### src/rtl/flag_branch_unit.sv
// Purpose: NZCV flag register with same-cycle bypass, branch resolution and a saturating taken-branch counter.
// Latency: a branch accepted in cycle t reports br_resolved/br_taken in cycle t+1; flags land at the next edge.
// Backpressure: stall freezes all state; flush kills the branch this cycle even while stalled.
module flag_branch_unit #(
   parameter int CNT_W = 16
) (
   input  logic             clk,
   input  logic             reset,
   input  logic             stall,
   input  logic             flush,
   input  logic             ex_valid,
   input  logic             ex_set_flags,
   input  logic             alu_negative,
   input  logic             alu_zero,
   input  logic             alu_carry_out,
   input  logic             alu_overflow,
   input  logic             br_valid,
   input  logic [1:0]       br_kind,
   input  logic [3:0]       br_cond,
   output logic [3:0]       nzcv,
   output logic             br_resolved,
   output logic             br_taken,
   output logic [CNT_W-1:0] taken_count
);

   localparam logic [1:0] KIND_B    = 2'b00;
   localparam logic [1:0] KIND_BCC  = 2'b01;
   localparam logic [1:0] KIND_CBZ  = 2'b10;

   localparam logic [CNT_W-1:0] CNT_ONE = {{(CNT_W-1){1'b0}}, 1'b1};
   localparam logic [CNT_W-1:0] CNT_MAX = {CNT_W{1'b1}};

   logic       flag_src_alu;
   logic [3:0] eff_flags;
   logic       fn, fz, fc, fv;
   logic       cond_true;
   logic       take;
   logic       accept;
   logic       flag_we;

   // Select the flags a B.cond sees: a flag-setting instruction in EX this cycle wins over the register.
   always_comb begin
      flag_src_alu = ex_valid & ex_set_flags;
      eff_flags    = flag_src_alu ? {alu_negative, alu_zero, alu_carry_out, alu_overflow} : nzcv;
      {fn, fz, fc, fv} = eff_flags;
      flag_we      = ex_valid & ex_set_flags & ~stall;
      accept       = br_valid & ~stall & ~flush;
   end

   // Evaluate the ARMv8 condition code against the effective flags.
   always_comb begin
      cond_true = 1'b0;
      case (br_cond)
         4'b0000: cond_true = fz;
         4'b0001: cond_true = ~fz;
         4'b0010: cond_true = fc;
         4'b0011: cond_true = ~fc;
         4'b0100: cond_true = fn;
         4'b0101: cond_true = ~fn;
         4'b0110: cond_true = fv;
         4'b0111: cond_true = ~fv;
         4'b1000: cond_true = fc & ~fz;
         4'b1001: cond_true = ~fc | fz;
         4'b1010: cond_true = (fn == fv);
         4'b1011: cond_true = (fn != fv);
         4'b1100: cond_true = ~fz & (fn == fv);
         4'b1101: cond_true = fz | (fn != fv);
         default: cond_true = 1'b1;
      endcase
   end

   // Branch direction per kind; CBZ/CBNZ test the pass-through ALU result's zero flag directly.
   always_comb begin
      take = 1'b0;
      if (br_valid) begin
         case (br_kind)
            KIND_B:   take = 1'b1;
            KIND_BCC: take = cond_true;
            KIND_CBZ: take = alu_zero;
            default:  take = ~alu_zero;
         endcase
      end
   end

   // Architectural flag register; an older flag-setting instruction still commits when the branch is flushed.
   always_ff @(posedge clk) begin
      if (reset) begin
         nzcv <= 4'b0000;
      end else if (flag_we) begin
         nzcv <= {alu_negative, alu_zero, alu_carry_out, alu_overflow};
      end
   end

   // Resolution outputs: flush clears them even under stall, otherwise stall holds them.
   always_ff @(posedge clk) begin
      if (reset) begin
         br_resolved <= 1'b0;
         br_taken    <= 1'b0;
      end else if (flush) begin
         br_resolved <= 1'b0;
         br_taken    <= 1'b0;
      end else if (!stall) begin
         br_resolved <= accept;
         br_taken    <= accept & take;
      end
   end

   // Saturating count of accepted taken branches.
   always_ff @(posedge clk) begin
      if (reset) begin
         taken_count <= '0;
      end else if (accept && take && (taken_count != CNT_MAX)) begin
         taken_count <= taken_count + CNT_ONE;
      end
   end

endmodule

### config.mk
export PLATFORM = sky130hd
export DESIGN_NAME = flag_branch_unit
export DESIGN_NICKNAME = d
export VERILOG_FILES = /design/src/rtl/flag_branch_unit.sv
export SDC_FILE = /design/constraint.sdc
export NUM_CORES = 1
export LEC_CHECK = 0
export CORE_MARGIN = 2
export CORE_UTILIZATION = 30
export CTS_CLUSTER_SIZE = 12
export DETAILED_ROUTE_END_ITERATION = 7
export HOLD_SLACK_MARGIN = 0.05
export PLACE_DENSITY = 0.63
export SETUP_SLACK_MARGIN = 0.15
export SYNTH_ARGS = -nofsm -noshare
export SYNTH_HDL_FRONTEND = slang
export SYNTH_SLANG_ARGS = --single-unit
### constraint.sdc
create_clock -name clk -period 2.5 [get_ports clk]
set_clock_uncertainty 0.05 [all_clocks]
set_input_delay 0.375 -clock clk [delete_from_list [all_inputs] [get_ports clk]]
set_output_delay 0.375 -clock clk [all_outputs]
set_load 0.05 [all_outputs]
==> flow_summary.toml <==
[status]
status = "complete, no violations"

[power]
p_clk_share_pct = 34.4
p_int_uw = 565.4
switching_power_uw = 207.4
peakVddDrop_mv = 0.2936
power_density_nw_per_um2 = 367.9
power_uw = 772.8
p_sw_share_pct = 26.84
leakage_nw = 0.7536
power_frac_comb_pct = 19.1
p_seq_share_pct = 46.5

[final_layout]
utilization_pct = 47.92
diodes = 0
finalInstanceArea_um2 = 2101
instances_no_fill = 264
nets = 231
area_delta_synth_final_pct = 52.36
drive_gt1_share_pct = 27.36

[synth]
yosysMostFrequentCell = "dfxtp_1"
synth_commonest_cells = "22 x dfxtp_1, 12 x nor2_1, 11 x a21oi_1, 11 x o31ai_1, 10 x or4_1"
syn_area_per_cell_um2 = 8.782
syn_nets = 175
synth_warnings = 0
synth_area_leader_cell = "dfxtp_1"
yosys.area.top_type_share_pct = 31.94
syn_inst = 157
yosysSeqAreaShare_pct = 31.94
synth.ff_latch_count = 22
syn_area_um2 = 1379
ys_types = 41
async_flop_share_pct = 0
ys.flop_type = "dfxtp_1"
synthTopCellsByArea = "dfxtp_1 32%, o31ai_1 6.0%, mux2i_1 5.8%, or4_1 5.4%, mux2_2 4.1%"
synth_edf_count = 0

[sta]
fin_crit_ns = 2.279
relSlewSlack_pct = 55.92
hold_ws_ns = 0.4298
finalCritPeriodShare_pct = 91.14
worst_slew_pin_slew_ns = 0.6592
setup_ws_ns = 0.2214
drv_slew = 0
rsz0062_at_grt = "true"
clock.fmax_ghz = 0.4389
tns_ns = 0
finalSetupViolCount = 0
finalHoldViolCount = 0

[placement]
dp.cells = 255
place_area_um2 = 1918
place.gp.congestion = 0.7827
io_buffers = 38
dpl.hpwl_um = 2634
pre_cts_ws_ns = -0.4480

[min_path]
worst_hold_startpoint = "br_resolved$_SDFFE_PP0N_"
hp-class = "reg2reg"
holdPathEnd = "br_resolved$_SDFFE_PP0N_"
hold_path_depth = 2

[cts]
cts-hold-fix-buffers = 0
clock_path_buffers = 2
htree_levels = 1
cts_sinks = 22
cts_root_buf = "clkbuf_8"
cts_tree = "built"
clkLatencyLatePin_ns = 0.27
cts_buffers = 3
clkSlewWorstSetupHoldPaths_ns = 0.08

[critical_path]
crit_type = "in2reg"
end_kind = "flop"
crit_arrival_ns = 2.39
rrSetupSlack_ns = 0.27
rr_endpoint = "taken_count[2]$_SDFFE_PP0P_"
rr_worst_depth = 6
worstSetupStartpointType = "input pin"
crit_start = "alu_negative"
required_ns = 2.62
crit_fanout = 7
reg2reg_from = "nzcv[0]$_SDFFE_PP0P_"

[routing]
wl_per_cell_um = 15.29
drc = 0
vias_per_cell = 5.466
ant_nets = 0
firstDrtPassIters = 4
wirelength_um = 4036
initialDrtViolationCount = 59
via_count = 1443

[global_route]
grt_max_degree = 20
antenna_found_initial = 0
grt-ovfl-total = 0
track_usage_pct = 16.85
grt_first_pass_wirelength_um = 7003
grt_pass1_vias = 1503

[die]
start_util_pct = 31.45
dieArea_um2 = 5155
coreArea_um2 = 4384
io_pins = 39
rows = 24
die_h_um = 71.80
die-width_um = 71.80

[job]
cap_violations = 0
[power groups by stage]
stage	Clock (mW)	Sequential, mW	Combinational (mW)
5_1_grt	0.287	0.360	0.160
3_3_place_gp	0	0.368	0.129
2_1_floorplan	0	0.380	0.0554
4_1_cts	0.272	0.359	0.142
3_5_place_dp	0	0.368	0.131
6_report	0.266	0.359	0.148
[sequential cells by signal, indices dropped and copies added (netlist names)]
signal       flops
br_taken         1
nzcv             4
taken_count     16
br_resolved      1
[layout make-up]
cell class | count | area [um2]
clock buffer | 4 | 55.05
inverter | 4 | 15.01
multi-input combinational | 126 | 1016
tap | 52 | 65.06
timing repair buffer | 56 | 504.2
fill | 443 | 2283
sequential | 22 | 445.4
[critical path, stage by stage]
cell	delay, ns
dlygate4sd2_1	0.28
mux4_2	0.48
mux2i_2	0.20
nand2_1	0.14
and4bb_4	0.27
nor4b_2	0.29
mux2_2	0.36
[worst max-delay path by stage]
| stage | endpoint | cells after the start | slack [ns] |
|---|---|---|---|
| after CTS | taken_count[2]$_SDFFE_PP0P_ | 7 | 0.17 |
| after global routing | taken_count[2]$_SDFFE_PP0P_ | 7 | 0.14 |
| after floorplan | taken_count[8]$_SDFFE_PP0P_ | 8 | 0.14 |
| after global placement | taken_count[3]$_SDFFE_PP0P_ | 7 | -0.35 |
| final | taken_count[2]$_SDFFE_PP0P_ | 7 | 0.22 |
| after detailed placement | taken_count[3]$_SDFFE_PP0P_ | 7 | -0.45 |
[timing repair]
item,in CTS,in global routing
pin swaps,4,2
setup buffers,1,0
gates resized for setup,22,12
cloned,4,0
setup endpoints to repair,17,17
[placed cells by master (no fill, tap or decap), types with 6 or more instances in the layout]
| master | count |
|---|---|
| clkdlybuf4s50_1 | 29 |
| dfxtp_1 | 18 |
| buf_4 | 17 |
| o31ai_1 | 11 |
| nor2_1 | 11 |
| a21oi_1 | 9 |
| nand3_1 | 8 |
| or4_1 | 8 |
| dlygate4sd2_1 | 8 |
| nand2_1 | 7 |
| mux2i_1 | 6 |
[cells by family (layout without fill, tap and decap cells)]
kind of cell / after synthesis / after routing / synth area share (%)
XOR/XNOR: 3 / 3 / 1.906
AO/OA/AOI/OAI: 33 / 33 / 16.42
adder cells (fa/ha/maj): 1 / 1 / 0.9073
buffers and inverters: 13 / 64 / 4.718
flip-flops: 22 / 22 / 31.94
AND/OR/NAND/NOR: 70 / 74 / 30.40
multiplexers: 15 / 15 / 13.70
[per-layer routing]
layer | vias to the layer above | track usage [%] | wire length (um)
li1 | 727 | - | -
met1 | 677 | 22.84 | 1880
met2 | 35 | 27.57 | 1925
met3 | 4 | 3.516 | 201
met4 | 0 | 3.774 | 29
met5 | - | 0 | 0
No activity file was read; power rests on OpenSTA's default activity.
